===== config.mk =====
export PLATFORM = sky130hd
export DESIGN_NAME = arcade_input_mux
export DESIGN_NICKNAME = d
export VERILOG_FILES = /design/src/rtl/arcade_input_pkg.sv /design/src/rtl/arcade_input_mux_stretch.sv /design/src/rtl/arcade_input_mux.sv
export SDC_FILE = /design/constraint.sdc
export NUM_CORES = 1
export LEC_CHECK = 0
export CAP_MARGIN = 15
export CELL_PAD_IN_SITES_DETAIL_PLACEMENT = 1
export CELL_PAD_IN_SITES_GLOBAL_PLACEMENT = 2
export CORE_ASPECT_RATIO = 1.25
export CORE_MARGIN = 2
export CORE_UTILIZATION = 25
export CTS_BUF_LIST = sky130_fd_sc_hd__clkbuf_2 sky130_fd_sc_hd__clkbuf_4 sky130_fd_sc_hd__clkbuf_8
export DETAILED_ROUTE_END_ITERATION = 7
export GPL_TIMING_DRIVEN = 0
export PLACE_DENSITY_LB_ADDON = 0.1
export SLEW_MARGIN = 20
export SYNTH_ARGS = -nofsm -noshare
export SYNTH_HDL_FRONTEND = slang
export SYNTH_SLANG_ARGS = --single-unit

===== constraint.sdc =====
create_clock -name clk_sys -period 2.8 [get_ports clk_sys]
set_input_delay 0.7 -clock clk_sys [delete_from_list [all_inputs] [get_ports clk_sys]]
set_output_delay 0.7 -clock clk_sys [all_outputs]
set_load 0.005 [all_outputs]

===== src/rtl/arcade_input_pkg.sv =====
// arcade_input_pkg
// Shared constants and helpers for the arcade input glue.
//   - JOY_*   : bit positions inside a MiSTer joystick word
//   - SYS_*   : bit positions inside the active-low system byte
//   - clog2   : elaboration-time ceiling log2
//   - map_player : joystick word -> active-low arcade player byte
package arcade_input_pkg;

    localparam int JOY_RIGHT = 0;
    localparam int JOY_LEFT  = 1;
    localparam int JOY_DOWN  = 2;
    localparam int JOY_UP    = 3;
    localparam int JOY_FIRE1 = 5;
    localparam int JOY_FIRE2 = 6;
    localparam int JOY_FIRE3 = 7;
    localparam int JOY_START = 8;
    localparam int JOY_COIN  = 9;
    localparam int JOY_AUTO  = 10;

    localparam int SYS_COIN1   = 0;
    localparam int SYS_COIN2   = 1;
    localparam int SYS_START1  = 2;
    localparam int SYS_START2  = 3;
    localparam int SYS_SERVICE = 4;

    // Smallest r with 2**r >= value; clog2(1) = 0.
    function automatic int clog2(input int value);
        int r;
        r = 0;
        for (int i = 0; i < 31; i++) begin
            if ((32'sd1 <<< i) < value) begin
                r = i + 1;
            end
        end
        return r;
    endfunction

    // Arcade player byte: fire buttons on top, bit 6 unused (idle high).
    function automatic logic [7:0] map_player(input logic [15:0] j);
        return {~j[JOY_FIRE1], 1'b1, ~j[JOY_FIRE2], ~j[JOY_FIRE3],
                ~j[JOY_RIGHT], ~j[JOY_LEFT], ~j[JOY_DOWN], ~j[JOY_UP]};
    endfunction

endpackage


===== src/rtl/arcade_input_mux_stretch.sv =====
// input_pulse_stretch
// Rising-edge detector feeding a frame counter. A press loads LEN, each
// frame tick counts down, pulse_n is low while the count is non-zero.
// Ports:
//   clk_sys, reset : clock, synchronous active-high reset
//   btn            : button level (active high)
//   tick           : one-cycle frame tick
//   retrig         : force a reload of LEN (used by autofire)
//   clear          : force the count to zero (lower priority than a load)
//   pulse_n        : registered active-low stretched pulse
//   load           : count loaded this cycle
//   expire         : count reaches zero on this tick
// LEN = 0 turns the block into a registered inverter of btn.
module input_pulse_stretch
    import arcade_input_pkg::*;
#(
    parameter int LEN = 4
) (
    input  logic clk_sys,
    input  logic reset,
    input  logic btn,
    input  logic tick,
    input  logic retrig,
    input  logic clear,
    output logic pulse_n,
    output logic load,
    output logic expire
);

    localparam int CW = (clog2(LEN + 1) < 1) ? 1 : clog2(LEN + 1);

    generate
        if (LEN == 0) begin : g_pass
            logic pulse_n_r;
            logic unused_s;

            // Pass-through: button mirrored with one register stage.
            always_ff @(posedge clk_sys) begin
                if (reset) begin
                    pulse_n_r <= 1'b1;
                end else begin
                    pulse_n_r <= ~btn;
                end
            end

            assign pulse_n  = pulse_n_r;
            assign load     = 1'b0;
            assign expire   = 1'b0;
            assign unused_s = &{1'b0, tick, retrig, clear};
        end else begin : g_count
            logic          btn_q_r;
            logic          pulse_n_r;
            logic [CW-1:0] cnt_r;
            logic [CW-1:0] cnt_next_s;
            logic          rise_s;
            logic          expire_s;
            logic          load_s;

            assign rise_s   = btn & ~btn_q_r;
            assign expire_s = tick && (cnt_r == CW'(1));
            // A press only counts once the previous pulse is over; a press on
            // the very tick that ends the pulse starts a fresh one.
            assign load_s   = (rise_s && ((cnt_r == {CW{1'b0}}) || expire_s)) || retrig;

            // Next count: load beats clear beats countdown.
            always_comb begin
                cnt_next_s = cnt_r;
                if (load_s) begin
                    cnt_next_s = CW'(LEN);
                end else if (clear) begin
                    cnt_next_s = {CW{1'b0}};
                end else if (tick && (cnt_r != {CW{1'b0}})) begin
                    cnt_next_s = cnt_r - CW'(1);
                end else begin
                    cnt_next_s = cnt_r;
                end
            end

            // Counter, edge history and registered pulse output.
            always_ff @(posedge clk_sys) begin
                if (reset) begin
                    cnt_r     <= {CW{1'b0}};
                    btn_q_r   <= 1'b0;
                    pulse_n_r <= 1'b1;
                end else begin
                    cnt_r     <= cnt_next_s;
                    btn_q_r   <= btn;
                    pulse_n_r <= (cnt_next_s == {CW{1'b0}});
                end
            end

            assign pulse_n = pulse_n_r;
            assign load    = load_s;
            assign expire  = expire_s;
        end
    endgenerate

endmodule


===== src/rtl/arcade_input_mux.sv =====
// arcade_input_mux
// Glue between hps_io and an arcade core: joystick words -> active-low
// player bytes, coin/start/service -> active-low system byte, and a DIP
// switch bank loaded through the ioctl download channel.
// Ports:
//   clk_sys, reset            : clock, synchronous active-high reset
//   ioctl_wr/index/addr/dout  : download channel (DIP bytes on DSW_INDEX)
//   vs                        : vertical sync, rising edge = frame tick
//   joy                       : NUM_PLAYERS joystick words, 16 bits each
//   service                   : service button, active high
//   players_n                 : registered active-low player bytes
//   system_n                  : registered active-low system byte
//   dsw_n                     : inverted DIP bank
// Optional build macro AUTOFIRE_EN: joy[10] turns fire1 into a square wave
// with a half-period of AUTOFIRE_FRAMES frames.
module arcade_input_mux
    import arcade_input_pkg::*;
#(
    parameter int NUM_PLAYERS     = 2,
    parameter int DSW_BYTES       = 8,
    parameter int DSW_INDEX       = 254,
    parameter int COIN_FRAMES     = 4,
    parameter int AUTOFIRE_FRAMES = 3
) (
    input  logic                     clk_sys,
    input  logic                     reset,
    input  logic                     ioctl_wr,
    input  logic [7:0]               ioctl_index,
    input  logic [26:0]              ioctl_addr,
    input  logic [15:0]              ioctl_dout,
    input  logic                     vs,
    input  logic [16*NUM_PLAYERS-1:0] joy,
    input  logic                     service,
    output logic [8*NUM_PLAYERS-1:0] players_n,
    output logic [7:0]               system_n,
    output logic [8*DSW_BYTES-1:0]   dsw_n
);

    localparam logic [7:0] DSW_INDEX_B = 8'(DSW_INDEX);

    logic                       vs_q_r;
    logic                       tick_s;
    logic [8*NUM_PLAYERS-1:0]   players_next_s;
    logic [8*NUM_PLAYERS-1:0]   players_n_r;
    logic [5:0]                 sys_hi_r;
    logic                       coin1_n_s;
    logic                       coin2_n_s;
    logic                       start2_s;
    logic                       coin1_load_unused_s;
    logic                       coin1_expire_unused_s;
    // DIP switches power up cleared and deliberately ignore reset.
    logic [8*DSW_BYTES-1:0]     sw_r = {(8*DSW_BYTES){1'b0}};
    logic                       unused_s;

    // Frame timebase: remember last vs level.
    always_ff @(posedge clk_sys) begin
        if (reset) begin
            vs_q_r <= 1'b0;
        end else begin
            vs_q_r <= vs;
        end
    end

    assign tick_s = vs & ~vs_q_r;

    for (genvar p = 0; p < NUM_PLAYERS; p++) begin : g_player
        logic [15:0] joy_word_s;
        assign joy_word_s = joy[16*p +: 16];
`ifdef AUTOFIRE_EN
        logic       held_s;
        logic       af_load_s;
        logic       af_expire_s;
        logic       af_pulse_unused_s;
        logic       flag_r;
        logic       flag_next_s;
        logic [7:0] byte_s;

        assign held_s = joy_word_s[JOY_AUTO];

        // The stretcher doubles as the autofire frame counter: it reloads on
        // press and on every expiry while held, and is cleared on release.
        input_pulse_stretch #(.LEN(AUTOFIRE_FRAMES)) u_autofire (
            .clk_sys (clk_sys),
            .reset   (reset),
            .btn     (held_s),
            .tick    (tick_s),
            .retrig  (af_expire_s & held_s),
            .clear   (~held_s),
            .pulse_n (af_pulse_unused_s),
            .load    (af_load_s),
            .expire  (af_expire_s)
        );

        // Autofire flag: pressed on the first frame, inverted on each expiry.
        always_comb begin
            flag_next_s = flag_r;
            if (!held_s) begin
                flag_next_s = 1'b0;
            end else if (af_expire_s) begin
                flag_next_s = ~flag_r;
            end else if (af_load_s) begin
                flag_next_s = 1'b1;
            end else begin
                flag_next_s = flag_r;
            end
        end

        // Autofire flag register.
        always_ff @(posedge clk_sys) begin
            if (reset) begin
                flag_r <= 1'b0;
            end else begin
                flag_r <= flag_next_s;
            end
        end

        // Player byte with fire1 replaced by the flag while autofire is held.
        always_comb begin
            byte_s = map_player(joy_word_s);
            if (held_s) begin
                byte_s[7] = ~flag_next_s;
            end else begin
                byte_s[7] = ~joy_word_s[JOY_FIRE1];
            end
        end

        assign players_next_s[8*p +: 8] = byte_s;
`else
        assign players_next_s[8*p +: 8] = map_player(joy_word_s);
`endif
    end

    // Player bytes, one cycle behind the joystick.
    always_ff @(posedge clk_sys) begin
        if (reset) begin
            players_n_r <= {NUM_PLAYERS{8'hFF}};
        end else begin
            players_n_r <= players_next_s;
        end
    end

    input_pulse_stretch #(.LEN(COIN_FRAMES)) u_coin1 (
        .clk_sys (clk_sys),
        .reset   (reset),
        .btn     (joy[JOY_COIN]),
        .tick    (tick_s),
        .retrig  (1'b0),
        .clear   (1'b0),
        .pulse_n (coin1_n_s),
        .load    (coin1_load_unused_s),
        .expire  (coin1_expire_unused_s)
    );

    if (NUM_PLAYERS >= 2) begin : g_p2
        logic coin2_load_unused_s;
        logic coin2_expire_unused_s;

        assign start2_s = joy[16 + JOY_START];

        input_pulse_stretch #(.LEN(COIN_FRAMES)) u_coin2 (
            .clk_sys (clk_sys),
            .reset   (reset),
            .btn     (joy[16 + JOY_COIN]),
            .tick    (tick_s),
            .retrig  (1'b0),
            .clear   (1'b0),
            .pulse_n (coin2_n_s),
            .load    (coin2_load_unused_s),
            .expire  (coin2_expire_unused_s)
        );
    end else begin : g_p1
        assign start2_s  = 1'b0;
        assign coin2_n_s = 1'b1;
    end

    // Upper system bits (service, starts, fixed ones); coins come registered
    // from the stretchers.
    always_ff @(posedge clk_sys) begin
        if (reset) begin
            sys_hi_r <= 6'h3F;
        end else begin
            sys_hi_r <= {3'b111, ~service, ~start2_s, ~joy[JOY_START]};
        end
    end

    // DIP bank download; out-of-range addresses fall through untouched.
    always_ff @(posedge clk_sys) begin
        if (ioctl_wr && (ioctl_index == DSW_INDEX_B)) begin
            for (int k = 0; k < DSW_BYTES; k++) begin
                if (ioctl_addr == 27'(k)) begin
                    sw_r[8*k +: 8] <= ioctl_dout[7:0];
                end
            end
        end
    end

    assign players_n = players_n_r;
    assign system_n  = {sys_hi_r[5:3], sys_hi_r[SYS_SERVICE-2], sys_hi_r[SYS_START2-2],
                        sys_hi_r[SYS_START1-2], coin2_n_s, coin1_n_s};
    assign dsw_n     = ~sw_r;
    assign unused_s  = &{1'b0, ioctl_dout[15:8], joy, SYS_COIN1[0], SYS_COIN2[0]};

endmodule


==> results of run 1 <==
Yosys cell counts, types with 3 or more instances:
library cell	n	share of area
inv_1	70	0.077
edfxtp_1	64	0.57
dfxtp_1	28	0.17
nand2_1	21	0.023
buf_4	7	0.015
ha_1	6	0.022
nor2_1	6	0.0066
nor2b_1	6	0.011
and3b_1	4	0.010
nand3b_1	4	0.0088
nor3b_1	3	0.0066
nor4_1	3	0.0055
o21ai_0	3	0.0044
cell type report:
type,instances,area [um2],share of cell area
Inverter,70,262.8,0.04863
Buffer,9,60.06,0.01112
Clock buffer,11,145.1,0.02686
Timing Repair Buffer,153,1531,0.2835
Sequential cell,92,2482,0.4595
Multi-Input combinational cell,91,645.6,0.1195
Clock inverter,5,61.31,0.01135
Tap cell,171,214.0,0.03960
power groups by stage:
stage | registers, W | logic (W) | clock network [W]
after floorplan | 0.00153 | 0.000102 | 0
after global placement | 0.00153 | 0.000271 | 0
after detailed placement | 0.00153 | 0.000274 | 0
after CTS | 0.00150 | 0.000278 | 0.000966
after global routing | 0.00150 | 0.000305 | 0.00102
final | 0.00150 | 0.000275 | 0.000924
path summary, 6_finish.rpt:
| path | cells after the start | slack, ns | start | end |
|---|---|---|---|---|
| worst max-delay path | 5 | 0.13 | ioctl_addr[3] | sw_r[14]$_DFFE_PP_ |
| worst min-delay path | 2 | 0.53 | g_p2.u_coin2.g_count.cnt_r[1]$_SDFF_PP0_ | g_p2.u_coin2.g_count.cnt_r[1]$_SDFF_PP0_ |
| worst max register to register | 5 | 1.10 | g_p2.u_coin2.g_count.cnt_r[0]$_SDFF_PP0_ | g_p2.u_coin2.pulse_n$_SDFF_PP1_ |
| worst min register to register | 2 | 0.53 | g_p2.u_coin2.g_count.cnt_r[1]$_SDFF_PP0_ | g_p2.u_coin2.g_count.cnt_r[1]$_SDFF_PP0_ |
layout by cell type, fill, tap and decap left out, drive strengths merged, types with 2 or more instances in the layout:
cell	n
clkdlybuf4s50	148
inv	71
edfxtp	64
dfxtp	28
nand2	21
clkbuf	13
buf	12
nor2b	6
ha	6
nor2	6
conb	5
nor4	5
nor3b	5
nand3b	4
and3b	4
o21ai	3
clkinv	3
and4	2
nand4	2
and3	2
nand2b	2
xnor2	2
nand3	2
nor4b	2
sequential cells by signal, indices dropped and copies added, names as in the netlist:
signal and flops:
g_p2.u_coin2.pulse_n 1, players_n 14, u_coin1.g_count.cnt_r 3, g_p2.u_coin2.g_count.cnt_r 3
sw_r 64, u_coin1.g_count.btn_q_r 1, g_p2.u_coin2.g_count.btn_q_r 1, vs_q_r 1
sys_hi_r 3, u_coin1.pulse_n 1
per-stage QoR:
step                TNS (ns)  hold WS (ns)    util
global route               0        0.5914  0.4083
finish                     0        0.5336  0.4083
detailed placement    -26.69        0.5275  0.3870
floorplan                  0        0.4790       -
global placement      -37.49        0.5207  0.3857
CTS                        0        0.5418  0.4063
logic make-up (layout without fill, tap and decap cells):
kind of cell             Yosys count  after routing  share of synthesized area
buffers and inverters             79            248                    0.09513
flip-flops                        92             92                     0.7316
adder cells (fa/ha/maj)            6              6                    0.02212
other                              1              5                   0.001105
AND/OR/NAND/NOR                   67             67                     0.1228
XOR/XNOR                           2              2                   0.005163
AO/OA/AOI/OAI                     11             11                    0.02213
tightest hold or removal path, cell delays in order (launching register included):
cell	delay (ns)
dfxtp_1	0.32
o21ai_0	0.07
a221oi_1	0.09
layer usage:
metal / vias up / GRT usage / routed length [um]
li1: 1162 / - / -
met1: 1135 / 0.1321 / 3366
met2: 71 / 0.2334 / 4962
met3: 12 / 0.04082 / 450
met4: 0 / 0.04202 / 176
met5: - / 0 / 0
what timing repair did:
item                       4_1_cts  5_1_grt
pin swaps                        1        0
cloned                           0        0
gates resized for setup          4        2
setup endpoints to repair       32       46
setup buffers                    2        2
==> impl_metrics.env, run 1 <==
export IMPL_yosysWarnings=0
export IMPL_p_seq_frac=0.555
export IMPL_path_delay_family="simple AND/OR/NAND/NOR gates"
export IMPL_post_place_ws_ns=-0.6947
export IMPL_start_util=0.2565
export IMPL_io_buffer_count=148
export IMPL_coreArea_um2=13230
export IMPL_drt_drc_violations_left=0
export IMPL_ys_async_sr_fraction=0
export IMPL_maxSlewViolCount=0
export IMPL_outcome="finished, final reports clean"
export IMPL_die_area_um2=14530
export IMPL_worst_ep_arrival_time_ns=2.67
export IMPL_cts_reportedPaths_clkPinSlew_ns=0.09
export IMPL_slowest_stage="or4_4"
export IMPL_fmax_ghz=0.3744
export IMPL_vias_per_cell=3.953
export IMPL_p_leak_nw=2.158
export IMPL_drtIter0Drc=86
export IMPL_grt_max_degree=17
export IMPL_power_frac_comb=0.102
export IMPL_startpoint_type="input port"
export IMPL_maxCapViolCount=0
export IMPL_final_area_um2=5403
export IMPL_powerDensity_nw_per_um2=498.9
export IMPL_ys_seq_elements=92
export IMPL_finalHoldViolations=0
export IMPL_clock_skew_ns=0.002516
export IMPL_ys_seq_area_frac=0.7316
export IMPL_clock_path_buffers=2
export IMPL_ant_nets=0
export IMPL_cts_tree="built"
export IMPL_rows=47
export IMPL_io_pins=176
export IMPL_crit_type="in2reg"
export IMPL_synthDistinctLibCells=37
export IMPL_gp_congestion=0.7276
export IMPL_syn_inst=258
export IMPL_cpPeakStageDelay_ns=0.63
export IMPL_grt_overflow_total=0
export IMPL_report_power_total_w=0.002695
export IMPL_grt_pass1_vias=2428
export IMPL_stdcell_count=602
export IMPL_syn_area_um2=3393
export IMPL_die_w_um=108.2
export IMPL_path_cells="clkdlybuf4s50_1 -> nor4b_2 -> nand4_1 -> or4_4 -> nor3_4"
export IMPL_critPathMaxFanout=8
export IMPL_drive_gt1_frac=0.09049
export IMPL_root_buffer="clkbuf_8"
export IMPL_internal_power_w=0.002107
export IMPL_grt_pass1_wl_mm=13.42
export IMPL_nets=520
export IMPL_dp_cells=582
export IMPL_vias=2380
export IMPL_finalSetupViolCount=0
export IMPL_placed_area_um2=5121
export IMPL_avgSynthCellArea_um2=13.15
export IMPL_wl_mm=8.956
export IMPL_antenna_found_initial=0
export IMPL_clkPwrFrac=0.343
export IMPL_hold_class="reg2reg"
export IMPL_min_period_over_period=0.9538
export IMPL_cts_buffers=9
export IMPL_cp_end_kind="flip-flop"
export IMPL_fillers=1425
export IMPL_fin_crit_ns=2.671
export IMPL_synthToLayoutAreaGrowth_pct=59.22
export IMPL_clock_sinks=92
export IMPL_p_sw_frac=0.2184
export IMPL_ir_drop_mv=0.2601
export IMPL_synth_flop_cell="edfxtp_1"
export IMPL_fin_ws_ns=0.1292
export IMPL_slew_headroom=0.6260
export IMPL_cts_hold_buf=0
export IMPL_tightestPinTransition_ns=0.5611
export IMPL_clk_latency_ns=0.35
export IMPL_cp_num_buf_inv=1
export IMPL_required_ns=2.80
export IMPL_n_antenna_cell=0
export IMPL_wl_per_cell_um=14.88
export IMPL_synth_edf_count=64
export IMPL_track_usage=0.1259
export IMPL_die_h_um=134.3
export IMPL_rsz0062_at_grt="false"
export IMPL_p_switching_w=0.0005888
export IMPL_drtPass1Iterations=4
export IMPL_post_dp_hpwl_mm=6.748
export IMPL_ctsHtreeMaxLevel=3
(Power assumes the default switching activity.)
==> inputs of run 2 (changes only) <==
CORE_ASPECT_RATIO = 0.9   (was 1.25)
SKIP_CTS_REPAIR_TIMING = 1   (was unset)
==> run 2 against run 1 <==
Sequential share of layout area grew 0.16 points. Clock skew grew 0.0024 ns. Clock-buffer cell count grew 1. Largest power group unchanged. Highest routed layer unchanged. Critical path depth grew 1. Die area is essentially flat. Hold slack lost 0.0020 ns. Largest cell class unchanged. Global-route usage shrank 0.47 points. Routed wire length shrank 3.0%. Sequential power is essentially flat. Sequential cell count is the same.
==> impl_metrics.env, run 2 (same netlist as run 1, synthesis figures left out) <==
export IMPL_outcome="finished, final reports clean"
export IMPL_cts_reportedPaths_clkPinSlew_ns=0.08
export IMPL_post_dp_hpwl_mm=6.603
export IMPL_clock_path_buffers=2
export IMPL_wl_per_cell_um=14.52
export IMPL_cts_buffers=9
export IMPL_grt_pass1_vias=2397
export IMPL_rr_startpoint="g_p2.u_coin2.g_count.cnt_r[0]$_SDFF_PP0_"
export IMPL_grt_max_degree=16
export IMPL_wl_mm=8.683
export IMPL_clock_sinks=92
export IMPL_p_leak_nw=2.146
export IMPL_grt_pass1_wl_mm=12.96
export IMPL_fin_tns_setup_ns=0
export IMPL_slew_headroom=0.6211
export IMPL_drive_gt1_frac=0.08837
export IMPL_min_to="g_p2.u_coin2.g_count.cnt_r[1]$_SDFF_PP0_"
export IMPL_n_antenna_cell=0
export IMPL_antenna_found_initial=0
export IMPL_cts_tree="built"
export IMPL_cp_end_kind="flip-flop"
export IMPL_multi_input_area_um2=634.4
export IMPL_rsz0062_at_grt="true"
export IMPL_track_usage=0.1212
export IMPL_grt_overflow_total=0
export IMPL_r2r_end="g_p2.u_coin2.pulse_n$_SDFF_PP1_"
export IMPL_ant_nets=0
export IMPL_hold_start="g_p2.u_coin2.g_count.cnt_r[1]$_SDFF_PP0_"
export IMPL_layout_commonest_cell="clkdlybuf4s50_1"
export IMPL_startpoint_type="input port"
export IMPL_maxSlewViolCount=0
export IMPL_register_area_um2=2482
export IMPL_io_pins=176
export IMPL_clock_skew_ns=0.004925
export IMPL_maxCapViolCount=0
export IMPL_fin_crit_ns=2.703
export IMPL_start_util=0.2549
export IMPL_drtIter0Drc=61
export IMPL_ir_drop_mv=0.2306
export IMPL_hold_class="reg2reg"
export IMPL_die_h_um=114.5
export IMPL_gp_congestion=0.7178
export IMPL_drt_drc_violations_left=0
export IMPL_coreArea_um2=13310
export IMPL_worst_ep_arrival_time_ns=2.77
export IMPL_fmax_ghz=0.3699
export IMPL_io_buffer_count=148
export IMPL_ctsHtreeMaxLevel=3
export IMPL_worst_hold_slack_ns=0.5316
export IMPL_vias_per_cell=4.028
export IMPL_critPathMaxFanout=6
export IMPL_crit_type="in2reg"
export IMPL_min_period_over_period=0.9655
export IMPL_die_w_um=126.8
export IMPL_final_cell_mix="clkdlybuf4s50_1 (148), inv_1 (70), edfxtp_1 (64), dfxtp_1 (28), nand2_1 (21)"
export IMPL_largest_reg_flops=64
export IMPL_finalHoldViolations=0
export IMPL_vias=2409
export IMPL_powerDensity_nw_per_um2=495.9
export IMPL_top_register="sw_r"
export IMPL_required_ns=2.87
export IMPL_rows=40
export IMPL_drtPass1Iterations=4
export IMPL_r2r_cells=5
export IMPL_tightestPinTransition_ns=0.5677
export IMPL_clk_latency_ns=0.36
export IMPL_root_buffer="clkbuf_8"
export IMPL_whs_path_depth=2
export IMPL_finalSetupViolCount=0
export IMPL_synthToLayoutAreaGrowth_pct=58.67
export IMPL_die_area_um2=14520
export IMPL_nets=519
export IMPL_fillers=1408
export IMPL_rrSetupSlack_ns=1.12
==> run 2: cell type report <==
| class | instances | area share |
|---|---|---|
| clock inverter | 4 | 0.009528 |
| clock buffer | 12 | 0.02719 |
| tap | 168 | 0.03904 |
| sequential | 92 | 0.4611 |
| buffer | 9 | 0.01116 |
| inverter | 70 | 0.04880 |
| timing repair buffer | 152 | 0.2854 |
| multi-input combinational | 91 | 0.1178 |
==> run 2: through the flow <==
stage               setup slack, ns    util  instances  instance area [um2]  total power, W
finish                      0.09673  0.4044        598                 5384        0.002670
global route               -0.07188  0.4044        598                 5384        0.002797
global placement            -0.9884  0.3831        578                 5100        0.001797
detailed placement          -0.5709  0.3850        580                 5125        0.001802
floorplan                    0.1663       -        262                 3408        0.001629
CTS                         -0.1801  0.3998        596                 5323        0.002719
==> run 2: where the power goes <==
group          internal [W]  switching (W)
Combinational      0.000172       0.000103
Sequential          0.00148      0.0000137
Clock              0.000443       0.000456
==> run 2: critical path: stages <==
cell,delay (ns)
clkdlybuf4s50_1,0.40
nor4_1,0.31
nand4_1,0.20
or4_4,0.59
nor3_2,0.32
buf_4,0.25
==> run 2: how the worst max path moves through the flow <==
stage	slack [ns]	start	cells past startpoint	end
floorplan	0.17	ioctl_addr[23]	4	sw_r[10]$_DFFE_PP_
global placement	-0.99	ioctl_addr[9]	5	sw_r[8]$_DFFE_PP_
detailed placement	-0.57	ioctl_addr[9]	5	sw_r[24]$_DFFE_PP_
CTS	-0.18	ioctl_addr[9]	5	sw_r[26]$_DFFE_PP_
global route	-0.07	ioctl_addr[23]	6	sw_r[10]$_DFFE_PP_
finish	0.1	ioctl_addr[9]	6	sw_r[15]$_DFFE_PP_
==> run 2: layer usage <==
metal / part of all wire / up-vias / routed length (um) / global-route usage
li1: - / 1162 / - / -
met3: 0.098 / 12 / 853 / 0.05093
met4: 0.016 / 0 / 138 / 0.04835
met2: 0.46 / 104 / 4021 / 0.1918
met5: 0 / - / 0 / 0
met1: 0.42 / 1131 / 3669 / 0.1472
==> inputs of run 3 (changes only) <==
--- a/config.mk
+++ b/config.mk
@@ -9,7 +9,7 @@
 export CELL_PAD_IN_SITES_DETAIL_PLACEMENT = 1
 export CELL_PAD_IN_SITES_GLOBAL_PLACEMENT = 2
-export CORE_ASPECT_RATIO = 0.9
+export CORE_ASPECT_RATIO = 1.2
 export CORE_MARGIN = 2
-export CORE_UTILIZATION = 25
+export CORE_UTILIZATION = 22
 export CTS_BUF_LIST = sky130_fd_sc_hd__clkbuf_2 sky130_fd_sc_hd__clkbuf_4 sky130_fd_sc_hd__clkbuf_8
 export DETAILED_ROUTE_END_ITERATION = 7
==> constraint.sdc (replaced) <==
create_clock -name clk_sys -period 2.4 [get_ports clk_sys]
set_input_delay 0.48 -clock clk_sys [delete_from_list [all_inputs] [get_ports clk_sys]]
set_output_delay 0.48 -clock clk_sys [all_outputs]
set_load 0.005 [all_outputs]
==> run 3 against run 2 <==
Setup slack lost 0.014 ns. First-iteration DRC count shrank 28%. Clock power grew 13%. Utilization shrank 3.5 points. Non-clock buffer count grew 5. Power grew 16%. Register-to-register slack lost 0.39 ns. Combinational power grew 18%. Global-route usage shrank 1.1 points. Final cell count grew 6.9%.
==> impl_metrics.env, run 3 (same netlist as run 1, synthesis figures left out) <==
export IMPL_track_usage=0.1106
export IMPL_critPathMaxFanout=4
export IMPL_fillers=1629
export IMPL_wl_per_cell_um=14.45
export IMPL_ant_nets=0
export IMPL_placed_area_um2=5162
export IMPL_maxCapViolCount=0
export IMPL_min_period_over_period=0.9654
export IMPL_die_area_um2=16440
export IMPL_route_met2_wl_mm=5.018
export IMPL_rows=49
export IMPL_final_area_um2=5547
export IMPL_cp_end_kind="flip-flop"
export IMPL_nets=524
export IMPL_drtPass1Iterations=4
export IMPL_layout_commonest_cell="clkdlybuf4s50_1"
export IMPL_crit_path_start="ioctl_index[3]"
export IMPL_coreArea_um2=15020
export IMPL_fmax_ghz=0.4316
export IMPL_die_w_um=117.4
export IMPL_n_antenna_cell=0
export IMPL_report_power_total_w=0.003086
export IMPL_vias=2382
export IMPL_grt_pass1_vias=2423
export IMPL_tightestPinTransition_ns=0.5151
export IMPL_drt_drc_violations_left=0
export IMPL_finalSetupViolCount=0
export IMPL_cts_tree="built"
export IMPL_final_cell_mix="clkdlybuf4s50_1 (129), inv_1 (70), edfxtp_1 (64), dfxtp_1 (28), nand2_1 (21)"
export IMPL_clock_skew_ns=0.005003
export IMPL_vias_per_cell=3.728
export IMPL_post_dp_hpwl_mm=6.927
export IMPL_slew_headroom=0.6566
export IMPL_io_buffer_count=148
export IMPL_clock_path_buffers=2
export IMPL_hold_class="reg2reg"
export IMPL_start_util=0.2259
export IMPL_routed_wl_met3_um=343
export IMPL_io_pins=176
export IMPL_wl_mm=9.236
export IMPL_largest_reg_flops=64
export IMPL_outcome="finished, final reports clean"
export IMPL_cts_buffers=9
export IMPL_fin_tns_setup_ns=0
export IMPL_clock_sinks=92
export IMPL_ctsHtreeMaxLevel=3
export IMPL_cts_reportedPaths_clkPinSlew_ns=0.10
export IMPL_grt_pass1_wl_mm=13.69
export IMPL_ir_drop_mv=0.2537
export IMPL_crit_type="in2reg"
export IMPL_met1_length_mm=3.657
export IMPL_dr_max_layer_used="met4"
export IMPL_root_buffer="clkbuf_8"
export IMPL_required_ns=2.49
export IMPL_maxSlewViolCount=0
export IMPL_grt_overflow_total=0
export IMPL_synthToLayoutAreaGrowth_pct=63.46
export IMPL_fin_crit_ns=2.317
export IMPL_drive_gt1_frac=0.1103
export IMPL_p_leak_nw=2.358
export IMPL_startpoint_type="input port"
export IMPL_finalHoldViolations=0
export IMPL_hold_start="g_p2.u_coin2.g_count.cnt_r[1]$_SDFF_PP0_"
export IMPL_top_register="sw_r"
export IMPL_grt_max_degree=18
export IMPL_powerDensity_nw_per_um2=556.4
export IMPL_rr_startpoint="g_p2.u_coin2.g_count.cnt_r[0]$_SDFF_PP0_"
export IMPL_gp_congestion=0.7037
export IMPL_clk_latency_ns=0.36
export IMPL_drtIter0Drc=44
export IMPL_die_h_um=140.0
export IMPL_worst_ep_arrival_time_ns=2.40
export IMPL_antenna_found_initial=0
-- run 3: changes by cell type in the layout (fill, tap and decap cells not counted), sizes merged, moves of 2 or more --
cell           before  now
dlymetal6s2s        0   19
clkbuf             14   12
buf                11   16
inv                70   74
clkdlybuf4s50     148  129
-- run 3: final cells by class --
| type | instances | area [um2] | share of cell area |
|---|---|---|---|
| multi-input combinational | 91 | 690.7 | 0.1245 |
| sequential | 92 | 2482 | 0.4476 |
| inverter | 70 | 262.8 | 0.04737 |
| clock inverter | 6 | 56.30 | 0.01015 |
| timing repair buffer | 157 | 1608 | 0.2899 |
| tap | 204 | 255.2 | 0.04602 |
| buffer | 9 | 60.06 | 0.01083 |
| clock buffer | 10 | 131.4 | 0.02369 |
-- run 3: routing by layer --
metal | global-route usage | up-vias
met5 | 0 | -
met4 | 0.05136 | 0
met3 | 0.02158 | 14
met2 | 0.2071 | 73
met1 | 0.1198 | 1123
li1 | - | 1172
-- run 3: final timing paths --
path                                                                 end  slack (ns)  cells after the start
worst max-delay path                                  sw_r[27]$_DFFE_PP_        0.08                      6
worst min-delay path            g_p2.u_coin2.g_count.cnt_r[1]$_SDFF_PP0_        0.55                      2
worst max register to register           g_p2.u_coin2.pulse_n$_SDFF_PP1_        0.73                      6
worst min register to register  g_p2.u_coin2.g_count.cnt_r[1]$_SDFF_PP0_        0.55                      2
-- run 3: report_power, final --
| part | total, W | switching (W) | internal (W) |
|---|---|---|---|
| sequential | 0.00175 | 0.0000165 | 0.00173 |
| combinational | 0.000325 | 0.000127 | 0.000198 |
| clock | 0.00102 | 0.000602 | 0.000413 |
-- run 3: metrics by stage --
step,setup WS [ns],utilization,hold WS (ns),std cells
2_1_floorplan,0.05996,-,0.4790,262
3_3_place_gp,-1.326,0.3429,0.5274,614
3_5_place_dp,-0.9026,0.3437,0.5461,615
4_1_cts,-0.5139,0.3562,0.5598,631
5_1_grt,-0.02981,0.3693,0.5905,639
6_report,0.08296,0.3693,0.5488,639
-- run 3: worst max-delay path, cell delays in order --
cell and delay (ns):
clkdlybuf4s50_1 0.48, nor4b_4 0.19, nand4_1 0.18, or4_4 0.60, nor3b_4 0.30, buf_6 0.16
